**config.mk**
```make
export PLATFORM = sky130hd
export DESIGN_NAME = clk_mon
export DESIGN_NICKNAME = d
export VERILOG_FILES = /design/src/rtl/clk_mon.sv
export SDC_FILE = /design/constraint.sdc
export NUM_CORES = 1
export LEC_CHECK = 0
export ABC_AREA = 1
export BUFFER_PORTS_ARGS = -buffer_cell sky130_fd_sc_hd__buf_2
export CAP_MARGIN = 20
export CORE_MARGIN = 1
export CORE_UTILIZATION = 46
export CTS_CLUSTER_SIZE = 8
export DETAILED_ROUTE_END_ITERATION = 12
export PLACE_DENSITY_LB_ADDON = 0.25
export SETUP_SLACK_MARGIN = 0.15
export SYNTH_ARGS = -nofsm -noshare
export SYNTH_HDL_FRONTEND = slang
export SYNTH_SLANG_ARGS = --single-unit
```
**constraint.sdc**
```tcl
create_clock -name clock -period 3.3 [get_ports clock]
set_clock_uncertainty 0.15 [all_clocks]
set_input_delay 0 -clock clock [delete_from_list [all_inputs] [get_ports clock]]
set_output_delay 0 -clock clock [all_outputs]
set_load 0.05 [all_outputs]
```
**src/rtl/clk_mon.sv**
```systemverilog
// Slow-clock monitor: edge detection, half-period measurement, and a lock/loss tracker.
// Latency: rise/fall/half_period/locked/lost are registered 3 cycles after clock_in is first sampled at a new level.
// Backpressure: none; this block only observes clock_in and always accepts it.
module clk_mon #(
  parameter int clock_rate = 10,  // expected full period in clock cycles; must be even and >= 4
  parameter int tolerance  = 1,   // allowed |half-period - clock_rate/2| in cycles
  parameter int lock_count = 4,   // consecutive in-tolerance half-periods needed to lock; >= 1
  localparam int half    = clock_rate / 2,
  localparam int timeout = 4 * half,
  localparam int W       = $clog2(timeout + 1)
) (
  input  logic         clock,
  input  logic         reset,
  input  logic         clock_in,
  output logic         rise,
  output logic         fall,
  output logic [W-1:0] half_period,
  output logic         locked,
  output logic         lost
);

  localparam int MCW = (lock_count > 1) ? $clog2(lock_count) : 1;

  localparam logic [W:0]   HALF_V = (W+1)'(half);
  localparam logic [W:0]   TOL_V  = (W+1)'(tolerance);
  localparam logic [W-1:0] TMO_V  = W'(timeout);
  localparam logic [W-1:0] TMO_M1 = W'(timeout - 1);

  typedef enum logic [1:0] {
    ACQUIRE = 2'd0,
    TRACK   = 2'd1,
    LOCKED  = 2'd2,
    LOST    = 2'd3
  } state_t;

  logic           s0_q, s1_q, s2_q;
  logic [W-1:0]   cnt_q, cnt_d;
  logic [W-1:0]   half_period_q;
  logic           rise_q, fall_q;
  logic           locked_q, lost_q;
  logic [MCW-1:0] mc_q, mc_d;
  state_t         state_q, state_d;

  logic           edge_det;
  logic           timeout_hit;
  logic           in_tol;
  logic [W:0]     interval;
  logic [W:0]     dev;

  // s1 is the synchronised level, s2 its previous value; any difference is an edge.
  assign edge_det    = s1_q ^ s2_q;
  assign timeout_hit = !edge_det && (cnt_q == TMO_M1);

  // Interval is taken one bit wider than cnt so a saturated count cannot wrap to a small value.
  assign interval = {1'b0, cnt_q} + (W+1)'(1);
  assign dev      = (interval >= HALF_V) ? (interval - HALF_V) : (HALF_V - interval);
  assign in_tol   = (dev <= TOL_V);

  // Two-flop synchronizer plus history flop for edge detection.
  always_ff @(posedge clock or negedge reset) begin
    if (!reset) begin
      s0_q <= 1'b0;
      s1_q <= 1'b0;
      s2_q <= 1'b0;
    end else begin
      s0_q <= clock_in;
      s1_q <= s0_q;
      s2_q <= s1_q;
    end
  end

  // Interval counter: restart on an edge, otherwise count up and stick at timeout.
  always_comb begin
    cnt_d = cnt_q;
    if (edge_det) begin
      cnt_d = '0;
    end else if (cnt_q != TMO_V) begin
      cnt_d = cnt_q + W'(1);
    end
  end

  // Lock tracker next state; an edge always wins over a coincident timeout.
  always_comb begin
    state_d = state_q;
    mc_d    = mc_q;
    if (edge_det) begin
      case (state_q)
        ACQUIRE, LOST: begin
          // First interval after acquisition or loss has an arbitrary start, so it is not judged.
          state_d = TRACK;
          mc_d    = '0;
        end
        TRACK: begin
          if (in_tol) begin
            if ((int'(mc_q) + 1) == lock_count) begin
              state_d = LOCKED;
              mc_d    = '0;
            end else begin
              mc_d = mc_q + MCW'(1);
            end
          end else begin
            mc_d = '0;
          end
        end
        LOCKED: begin
          if (!in_tol) begin
            state_d = TRACK;
            mc_d    = '0;
          end
        end
        default: begin
          state_d = ACQUIRE;
          mc_d    = '0;
        end
      endcase
    end else if (timeout_hit) begin
      state_d = LOST;
      mc_d    = '0;
    end
  end

  // Registered state, counters and outputs, all updated together.
  always_ff @(posedge clock or negedge reset) begin
    if (!reset) begin
      state_q       <= ACQUIRE;
      mc_q          <= '0;
      cnt_q         <= '0;
      half_period_q <= '0;
      rise_q        <= 1'b0;
      fall_q        <= 1'b0;
      locked_q      <= 1'b0;
      lost_q        <= 1'b0;
    end else begin
      state_q  <= state_d;
      mc_q     <= mc_d;
      cnt_q    <= cnt_d;
      rise_q   <= edge_det && s1_q;
      fall_q   <= edge_det && !s1_q;
      locked_q <= (state_d == LOCKED);
      lost_q   <= (state_d == LOST);
      if (edge_det) begin
        half_period_q <= interval[W-1:0];
      end
    end
  end

  assign rise        = rise_q;
  assign fall        = fall_q;
  assign half_period = half_period_q;
  assign locked      = locked_q;
  assign lost        = lost_q;

endmodule
```
== After elaboration in Yosys (flattened, before gate mapping) ==
Index checks and enable logic that the tools add are counted.
Word-level totals
  flip-flop bits (word level): 21
  output and inout bits: 9
Cells by class
  order comparisons: 2
  multiplexer cells: 15
  bitwise gates (word level): 1
  reductions and logical operators: 10
  equality and inequality tests: 9
  add/subtract/negate cells: 6
Operator list (number)
  $mux W2: 10
  $pmux W2 S3: 2
  $mux W5: 2
  $eq A2 B2 Y1 const B: 4
  $add A5 B1 Y6 const B: 1
  $ge A6 B3 Y1 const B: 1
  $le A6 B1 Y1 const B: 1
  $mux W6: 1
  $sub A3 B6 Y6 const A: 1
  $sub A6 B3 Y6 const B: 1
  $add A5 B1 Y5 const B: 1
  $eq A5 B5 Y1 const B: 1
  $ne A5 B5 Y1 const B: 1
  $reduce_bool A2 Y1: 2
  $add A2 B1 Y3 const B: 1
  $eq A3 B3 Y1 const B: 1
  $logic_and A1 B1 Y1: 3
  $ne A3 B3 Y1 const B: 1
  $add A2 B1 Y2 const B: 1
  $eq A2 B1 Y1 const B: 1
  $logic_not A1 Y1: 2
  $logic_not A2 Y1: 1
  $reduce_and A2 Y1: 1
  $reduce_or A2 Y1: 1
  $xor A1 B1 Y1: 1

== Depth between registers and ports, before layout ==
Gate-level depths: netlist (run 1).
  word-level depth: 8
  gate-level depth with buffers: 19
  depth with buffers taken out: 19

== Worst setup path after synthesis (run 1) ==
No wires, ideal clock.
  kind: flip-flop to flip-flop
  start point: register cnt_q[0]
  end point: register mc_q[0]
  arrival: 1.831 ns
  data required time: 3.016 ns
  library setup time: 0.134 ns
  stages on the path, launching flop included: 13
  setup slack: 1.186 ns
  buffers on the path: 0
  cell sequence: dfrtp_1 -> ha_1 -> inv_2 -> nand2_2 -> nand2_4 -> ha_1 -> nand3_1 -> nor2_1 -> nand3b_1 -> nand2_2 -> nand3_1 -> o21ai_0 -> o21ai_1
Between the ends
  word-level cells in the longest chain between the ends: 7
RTL lines
  from (decl): line 37  | logic [W-1:0] cnt_q, cnt_d;
  from (signal assigned): line 136  | cnt_q <= cnt_d;
  $add A5 B1 Y6 *: line 55  | assign interval = {1'b0, cnt_q} + (W+1)'(1);
  net interval[2]: line 47  | logic [W:0] interval;
  $sub A3 B6 Y6 (tied with other cells): line 56  | assign dev = (interval >= HALF_V) ? (interval - HALF_V) : (HALF_V - interval);
  $mux W6 *: line 56
  $le A6 B1 Y1 *: line 57  | assign in_tol = (dev <= TOL_V);
  $mux W2: line 94  | if (in_tol) begin
  $pmux W2 S3: line 87  | case (state_q)
  $mux W2: line 86  | if (edge_det) begin
  to (signal assigned): line 135  | mc_q <= mc_d;
  to (decl): line 41  | logic [MCW-1:0] mc_q, mc_d;
The timed path passes the listed nets; every way through them passes the cells marked *.
A chain may end at the register's enable or synchronous reset.

== Worst setup path in the final report (run 1) ==
  start point: register cnt_q[0]
  end point: register mc_q[1]
Same word-level chain as after synthesis.

==> results.md, run 1 <==
* Mean number of vias per cell at just over 5
* Critical path capture point type: flop
* RSZ-0062 raised after global routing: no
* Worst skew pair latency at around 0.3 ns
* Core Rows at 18
* Share of cells above drive strength 1 at around a fifth
* Syn avg cell area at roughly 8 um2
* Core box area at 2520 um2
* Worst hold path class: input pin to asynchronous set/reset pin
* Crit path launch: cnt_q[0]
* Sequential share of the synthesized area at between 40 and 50%
* CTS resizes at 0
* Worst Reg-to-Reg Cells at 13
* Slew Viols, Final at 0
* Synth top area cells: dfrtp_1 (42%), ha_1 (13%), nand2_1 (10%), inv_1 (5.7%), nand3_1 (5.6%)
* PwrDens at just under 600 nW/um2
* Grt met2 use at a little over a third
* Max Cap Viol at 0
* Final WL at approximately 2500 um
* Worst-path clk slew at 0.12 ns
* Antenna Nets Post-Route at 0
* Initial Util at between 40% and 50%
* GPL Wtd Cong at a little under 0.9
* ANT cells at 0
* Worst R2R Setup Slack at 0.85 ns
* H-tree depth at 1
* Die Span X at about 54 um
* Hold Fails Final Rpt at 0
* FF+latch count, synth at 21
* Final min period at 2.45 ns
* Synthesis-to-layout area growth at 10.6%
* Post-DP HPWL at between 1500 and 2000 um
* GRT Resource Usage Total at a little under a fifth
* First-pass GRT wire length at roughly 3900 um
* Antenna violations before repair at 0
* FF-to-FF End: mc_q[1]
* Hold_buf cts at 2
* Cts bufs inserted at 3
* Max_slew headroom at between 60 and 70%
* Leak at 0.000735 uW
* Wirelength per Cell at around 13 um
* R2R Path Start: cnt_q[0]
* Die H at around 54 um
* Distinct cells, synth at 21
* CP Launch Type: flop
* Crit path kind: flop to flop
* Crit path arrival time at ~2.5 ns
* CTS tree: done
* Initial drt markers at 27
* Max Buffers Root-to-Sink at 2
* IO Count at 12
* Worst-path maximum fanout at 8
* Total grt overflow at 0
* CTS sink count at 21
* Global route hottest layer: met2
* Req. time, crit path at around 3.4 ns
* Post-synth top area share at between 40% and 50%
* Vias in the first global route at about 920
* TNS Setup at 0 ns
* Largest net degree at the start of global routing at 22
* Dpl ws at 0.879 ns
* Root Buffer: clkbuf_4
* GRT met1 Usage at ~22%
* Area leader, netlist: dfrtp_1
* Die area at 2920 um2
* First-pass DRT Iterations at 4
* Ys Warns at 0
* Final Setup Violations at 0
* Period Utilization, post-route at between 70 and 80%
* Synth Cell Area at 1240 um2
* Synth Instances at roughly 150
* Syn nets at 167
* Worst vdd ir at between 0.0005 and 0.0006 V
* Grt met3 use at a little under 6%
* Residual DRC at 0
* Routed vias at about 1,000
* Post-CTS setup repair buffer count at 0
* F_max at between 400 and 500 MHz
* # nets final at between 150 and 200
* Status: finished, final reports clean
* Actual slew at the worst max-slew pin at around 0.47 ns
* Final WS setup at 0.846 ns
* IO buf count at 11
-- sequential cells by signal, summed over array words and instances (netlist names), 2 cells and up --
| signal | cells |
|---|---|
| cnt_q | 5 |
| half_period | 5 |
| mc_q | 2 |
| state_q | 2 |
-- report_power, final --
part           internal (uW)  total (uW)  switching, uW
combinational            110         351            242
sequential               296         331           34.6
clock                   45.2         123           77.9
total                    451         805            354
-- stage by stage --
stage,total power (uW),util (%),instance area (um2),hold slack (ns),std cells
detailed placement,684,52.6,1330,-0.168,190
global placement,665,52.6,1330,-0.177,190
floorplan,603,-,1240,-0.446,151
global route,864,54.5,1380,0.0688,196
CTS,811,54.5,1380,0.0285,196
finish,805,54.5,1380,0.0179,196
-- cells by family (layout without fill, tap and decap cells) --
family	after synthesis	after routing	share of synthesized area (%)
buffers and inverters	25	40	7.64
AND/OR/NAND/NOR	73	73	28.6
flip-flops	21	21	42.3
AO/OA/AOI/OAI	19	19	8.45
adder cells (fa/ha/maj)	13	13	13.1
-- cells in the mapped netlist --
cell	number
nand2_1	34
dfrtp_1	21
inv_1	19
nand3_1	14
ha_1	13
o21ai_0	10
nor2_1	9
nand2_2	6
inv_2	4
nand3_2	3
nand4_1	3
o22ai_1	3
a21oi_1	2
nand2_4	2
o21ai_1	2
a21oi_2	1
and3_2	1
buf_2	1
clkbuf_1	1
nand3b_1	1
o211ai_1	1
-- worst max-delay path by stage --
stage,to,slack (ns),depth (start not counted)
after floorplan,mc_q[0],1.19,12
after global placement,mc_q[0],0.97,12
after detailed placement,mc_q[1],0.88,17
after CTS,mc_q[1],0.85,13
after global routing,mc_q[1],0.61,17
final,mc_q[1],0.85,13
-- cell usage in the layout, fill, tap and decap left out --
cell type,count
nand4_1,3
inv_2,4
o21ai_0,10
dfrtp_1,21
clkbuf_4,3
o22ai_1,3
nand3_2,3
nand2_2,6
inv_1,19
a21oi_1,2
nand2_4,2
nor2_1,9
dlygate4sd3_1,2
ha_1,13
and3_2,1
clkinv_2,1
nand3b_1,1
a21oi_2,1
buf_2,11
o211ai_1,1
nand2_1,34
o21ai_1,2
nand3_1,14
-- worst max-delay path, stage by stage (launching register included) --
cell	delay (ns)
dfrtp_1	0.50
ha_1	0.35
inv_2	0.07
nand2_2	0.09
nand2_4	0.08
ha_1	0.28
nand3_1	0.07
nor2_1	0.09
nand3b_1	0.11
nand2_2	0.13
nand3_1	0.07
o21ai_0	0.19
nand2_1	0.11
o21ai_1	0.09
-- cell type report --
class                      instances  area (um2)
clock buffer                       3        22.5
clock inverter                     1        5.00
fill                             225        1150
inverter                          23        86.3
multi-input combinational        105         623
sequential                        21         526
tap                               30        37.5
timing repair buffer              13        75.1
-- metal layers --
metal,wire [um],part of all wire [%]
met4,0,0
met1,1100,44
met2,1320,53
met3,81,3.2
met5,0,0
(Power assumes the default switching activity.)
==> run 2: changes to the inputs <==
ABC_AREA = 0   (was 1)
clock period = 2.3 ns   (was 3.3 ns; I/O delays follow)
==> run 2 against run 1 <==
  * Sequential cell count did not move
  * Final cell count decreased by 2.0%
  * Clock power rose by 48%
  * Critical endpoint is now lost
  * Combinational power rose by 75%
==> results.md, run 2 <==
* Status: finished, final reports clean
* Post-DP HPWL at 2040 um (+4.6%)
* Area leader, netlist: dfrtp_1
* Top post-synthesis cells by count: dfrtp_1 (21), nor2_1 (14), ha_1 (13)
* Dpl ws at 0.0122 ns (-0.867 ns)
* Crit. path cell count at 11 (-2)
* ANT cells at 0 (unchanged)
* R2R Path Start: cnt_q[1]
* Final WS setup at 0.0365 ns (-0.810 ns)
* # nets final at 178 (-2.7%)
* Most common cell after layout, fill and taps aside: dfrtp_1
* Total grt overflow at 0 (unchanged)
* FF-to-FF End: lost
* Final Setup Violations at 0 (unchanged)
* Post-synthesis async set-or-reset flop share at 100% (unchanged)
* Share of cells above drive strength 1 at 37.3% (+18 points)
* Largest net degree at the start of global routing at 22 (unchanged)
* Worst-path maximum fanout at 7 (-1)
* Vias in the first global route at 1,090 (+19%)
* Most common cell in the netlist: dfrtp_1
* Final min period at 2.26 ns (-0.190 ns)
* Most frequent cells in the layout: dfrtp_1 (19), buf_4 (13), nor2_1 (12)
* Die H at 56.0 um (+3.6%)
* Hold Fails Final Rpt at 0 (unchanged)
* IO Count at 12 (unchanged)
* Cell Chain, Critical Path: ha_4 > xnor2_4 > inv_2 > ha_4 > o21ai_2 > a221oi_2 > o21ai_2 > buf_4 > nor3_4 > nor3_2 > a21boi_1
* Final Core Density at 60.3% (+5.8 points)
* Root Buffer: clkbuf_4
* Crit path kind: flop to flop
* TNS Setup at 0 ns (unchanged)
* CP Launch Type: flop
* Critical path's top delay family: compound AO/OA/AOI/OAI gates
* Final Total Pwr at 1260 uW (+57%)
* Main synth FF type: dfrtp_1
* Post-synth EDFFs at 0 (unchanged)
* Critical path's slowest cell: dfrtp_1
* PwrDens at 760 nW/um2 (+30%)
* Mean number of vias per cell at 5.65 (+8.7%)
* First-pass DRT Iterations at 4 (unchanged)
* Max Buffers Root-to-Sink at 2 (unchanged)
* GRT Resource Usage Total at 19.8% (+0.97 points)
* Critical path capture point type: flop
* H-tree depth at 1 (unchanged)
* FF+latch count, synth at 21 (unchanged)
* Req. time, crit path at 2.34 ns (-1.04 ns)
* Slew Viols, Final at 0 (unchanged)
* Worst hold path class: input pin to asynchronous set/reset pin
* Core box area at 2760 um2 (+9.3%)
* Design area at 1660 um2 (+21%)
* Wirelength per Cell at 14.7 um (+15%)
* Worst path max stage delay at 0.45 ns (-0.05 ns)
* Post-synth top area share at 39.3% (-3.0 points)
* Initial Util at 48.5% (-0.76 points)
* Initial drt markers at 38 (+41%)
* Leak at 0.000755 uW (+2.8%)
* Syn nets at 152 (-9.0%)
* Residual DRC at 0 (unchanged)
* Period Utilization, post-route at 98.4% (+24 points)
* Die area at 3130 um2 (+7.4%)
* Area post-placement at 1470 um2 (+11%)
* Cts bufs inserted at 3 (unchanged)
* Worst-path clk slew at 0.12 ns (about the same)
* Routed vias at 1,085 (+6.5%)
* Synthesis-to-layout area growth at 24.2%
* Synth Cell Area at 1340 um2 (+7.6%)
* Core Rows at 19 (+1)
* First-pass GRT wire length at 4800 um (+25%)
* Final WL at 2820 um (+13%)
* Crit path arrival time at 2.30 ns (-0.24 ns)
* GPL Wtd Cong at 0.829 (-4.4%)
* Synth top area cells: dfrtp_1 (39%), ha_1 (12%), nor2_1 (3.9%), inv_1 (3.1%), nand2_1 (3.1%)
* Synth Instances at 136 (-9.9%)
* Worst skew pair latency at 0.31 ns (about the same)
* Fillers at 233 (+3.6%)
* Worst path bufs/invs at 2 (+1)
* IO buf count at 11 (unchanged)
* Sequential share of the synthesized area at 39.3% (-3.0 points)
* Worst vdd ir at 0.000751 V (+42%)
* Worst Reg-to-Reg Cells at 11 (-2)
* CTS tree: done
* RSZ-0062 raised after global routing: yes
* Actual slew at the worst max-slew pin at 0.464 ns (-0.00792 ns)
* Ys Warns at 0 (unchanged)
* CTS sink count at 21 (unchanged)
* Worst R2R Setup Slack at 0.04 ns (-0.81 ns)
* F_max at 442 MHz (+8.4%)
* Syn avg cell area at 9.84 um2 (+20%)
* Antenna violations before repair at 0 (unchanged)
* Max_slew headroom at 68.7% (+0.12 points)
* Max Cap Viol at 0 (unchanged)
* Antenna Nets Post-Route at 0 (unchanged)
* Distinct cells, synth at 41 (+95%)
* Die Span X at 56.0 um (+3.6%)
-- run 2: power breakdown --
| group | internal [uW] | leakage [uW] | switching [uW] |
|---|---|---|---|
| Combinational | 255 | 0.000472 | 359 |
| Sequential | 419 | 0.000269 | 49.0 |
| Clock | 66.3 | 0.0000139 | 115 |
-- run 2: repair_timing --
action	in CTS	in global routing
buffers inserted	6	1
pin swaps	10	4
endpoints found under the hold margin	22	0
gates resized for setup	11	8
endpoints found under the setup margin	5	6
hold buffers	2	0
-- run 2: worst max path at each step --
stage,start,to,slack [ns]
finish,cnt_q[1],lost,0.04
global route,cnt_q[0],lost,-0.05
CTS,cnt_q[1],mc_q[0],0.04
detailed placement,cnt_q[2],mc_q[0],0.01
global placement,cnt_q[1],lost,0.10
floorplan,cnt_q[0],lost,0.05
-- run 2: worst register-to-register path, cell delays in order (launching register included) --
cell      delay, ns
dfrtp_1        0.45
ha_4           0.22
xnor2_4        0.14
inv_2          0.07
ha_4           0.26
o21ai_2        0.05
a221oi_2       0.20
o21ai_2        0.11
buf_4          0.16
nor3_4         0.12
nor3_2         0.07
a21boi_1       0.15
-- run 2: final cells by class --
class | count | area [um2] | share of cell area, %
tap | 31 | 38.8 | 2.33
inverter | 13 | 50.0 | 3.01
clock buffer | 3 | 22.5 | 1.35
multi-input combinational | 97 | 843 | 50.7
sequential | 21 | 528 | 31.8
timing repair buffer | 26 | 173 | 10.4
clock inverter | 1 | 7.51 | 0.451
-- run 2: per-stage QoR --
step                hold WS (ns)  std cells
finish                    0.0221        192
global route              0.0603        192
CTS                       0.0128        191
detailed placement        -0.169        179
global placement          -0.172        179
floorplan                 -0.446        136
-- run 2: cells by family (layout without fill, tap and decap cells) --
logic type               Yosys count  in the layout  share of synthesized area, %
multiplexers                       4              4                          4.21
flip-flops                        21             21                          39.3
AND/OR/NAND/NOR                   43             43                          15.2
AO/OA/AOI/OAI                     32             32                          17.9
buffers and inverters             18             43                          6.63
adder cells (fa/ha/maj)           13             13                          12.1
XOR/XNOR                           5              5                          4.67
-- run 2: per-layer routing --
metal  share of wire [%]  track usage (%)
met3                 3.8             5.12
met2                  53             37.0
met4                 1.6             4.18
met5                   0                0
met1                  41             22.6
==> run 3: changes to the inputs <==
CORE_UTILIZATION = 30   (was 46)
==> run 3 against run 2 <==
  * Critical path depth down 1
  * First-iteration DRC count increased by 7.9%
  * Final cell count up 11%
  * Combinational power is 2% lower
  * Register-to-register slack gained 0.11 ns
  * Critical path type unchanged
  * Maximum frequency up 4.9%
  * Global-route usage decreased by 4.7 points
==> results.md, run 3 (synthesis results as in run 2) <==
* Status: finished, final reports clean
* Final WS setup at 0.143 ns (+0.106 ns)
* Actual slew at the worst max-slew pin at 0.475 ns (+0.0115 ns)
* Final WL at 3090 um (+9.8%)
* # nets final at 180 (+1.1%)
* Worst skew pair latency at 0.26 ns (-0.05 ns)
* Final Setup Violations at 0 (unchanged)
* Period Utilization, post-route at 93.8% (-4.6 points)
* Worst R2R Setup Slack at 0.14 ns (+0.11 ns)
* Most common cell after layout, fill and taps aside: dfrtp_1
* RSZ-0062 raised after global routing: yes
* F_max at 464 MHz (+4.9%)
* Max Cap Viol at 0 (unchanged)
* Initial Util at 32.3% (-16 points)
* Mean number of vias per cell at 4.96 (-12%)
* Residual DRC at 0 (unchanged)
* First-pass GRT wire length at 5090 um (+6.0%)
* Share of cells above drive strength 1 at 38.7% (+1.4 points)
* Post-DP HPWL at 2260 um (+11%)
* Max Buffers Root-to-Sink at 2 (unchanged)
* GPL Wtd Cong at 0.940 (+13%)
* Die Span X at 68.8 um (+23%)
* Final Core Density at 41.4% (-19 points)
* Core Rows at 23 (+4)
* Largest net degree at the start of global routing at 22 (unchanged)
* Design area at 1720 um2 (+3.2%)
* Total grt overflow at 0 (unchanged)
* Crit path arrival time at 2.19 ns (-0.11 ns)
* IO Count at 12 (unchanged)
* Cts bufs inserted at 3 (unchanged)
* CTS tree: done
* Final min period at 2.16 ns (-0.106 ns)
* Req. time, crit path at 2.33 ns (about the same)
* Worst hold path class: input pin to asynchronous set/reset pin
* CTS sink count at 21 (unchanged)
* IO buf count at 11 (unchanged)
* Die area at 4730 um2 (+51%)
* Vias in the first global route at 1,090 (unchanged)
* Root Buffer: clkbuf_8
* Antenna violations before repair at 0 (unchanged)
* Worst vdd ir at 0.000368 V (-51%)
* ANT cells at 0 (unchanged)
* Final Total Pwr at 1310 uW (+3.9%)
* Worst-path clk slew at 0.08 ns (-0.04 ns)
* Critical path capture point type: flop
* Routed vias at 1,056 (-2.7%)
* Synthesis-to-layout area growth at 28.2%
* Dpl ws at 0.0284 ns (+0.0162 ns)
* Most frequent cells in the layout: dfrtp_1 (19), buf_4 (14), nor2_1 (11), nand2_1 (11), buf_2 (11)
* Max_slew headroom at 68.3% (-0.36 points)
* Wirelength per Cell at 14.5 um (-1.1%)
* Die H at 68.8 um (+23%)
* Area post-placement at 1500 um2 (+1.6%)
* CP Launch Type: flop
* Worst-path maximum fanout at 6 (-1)
* PwrDens at 765 nW/um2 (+0.68%)
* Slew Viols, Final at 0 (unchanged)
* Hold Fails Final Rpt at 0 (unchanged)
* Leak at 0.000771 uW (+2.1%)
* First-pass DRT Iterations at 4 (unchanged)
* Antenna Nets Post-Route at 0 (unchanged)
* H-tree depth at 1 (unchanged)
* GRT Resource Usage Total at 15.1% (-4.7 points)
* Initial drt markers at 41 (+7.9%)
* Core box area at 4140 um2 (+50%)
* Crit path kind: flop to flop
## run 3: cell count changes in the layout (fill, tap and decap cells not counted), sizes merged
cell	change
buf	+2
## run 3: power breakdown
| part | leakage, uW | switching, uW | internal [uW] |
|---|---|---|---|
| clock | 0.0000217 | 128 | 123 |
| sequential | 0.000269 | 44.2 | 419 |
| combinational | 0.000480 | 350 | 250 |
## run 3: cell type report
type | count | area, um2
fillers | 412 | 2430
well taps | 50 | 62.6
inverters | 13 | 50.0
repair buffers | 28 | 200
multi-input cells | 97 | 827
clock buffers | 3 | 41.3
flip-flops and latches | 21 | 528
clock inverters | 1 | 7.51
## run 3: path summary, 6_finish.rpt
kind / cells past startpoint / endpoint / startpoint
min in group clock: 0 / s1_q / s0_q
max in group asynchronous: 2 / cnt_q[0] / reset
max reg2reg: 10 / mc_q[1] / cnt_q[1]
min: 2 / state_q[1] / reset
max: 10 / mc_q[1] / cnt_q[1]
min reg2reg: 0 / s1_q / s0_q
## run 3: timing repair
item,in CTS,in global routing
pin swaps,5,4
hold buffers,2,0
endpoints found under the hold margin,22,0
buffers inserted,9,0
endpoints found under the setup margin,5,5
gates resized for setup,11,7
## run 3: layer usage
layer	up-vias	share of wire (%)	GRT usage, %
li1	522	-	-
met4	0	0.39	3.83
met1	518	44	17.9
met2	14	52	27.2
met5	-	0	0
met3	2	2.7	3.45
## run 3: worst max-delay path, stage by stage, from the launching register on
cell	delay, ns
dfrtp_1	0.43
ha_4	0.21
xnor2_4	0.14
inv_2	0.07
ha_4	0.26
o21ai_2	0.05
a221oi_2	0.21
o21ai_2	0.11
nor2_2	0.15
nor2_2	0.06
o31ai_2	0.22
## run 3: stage by stage
step	setup TNS, ns	instances	hold WS [ns]
4_1_cts	0	213	0.0797
3_3_place_gp	0	198	-0.177
2_1_floorplan	0	136	-0.446
6_report	0	213	0.0672
3_5_place_dp	0	198	-0.165
5_1_grt	-0.00886	213	0.127
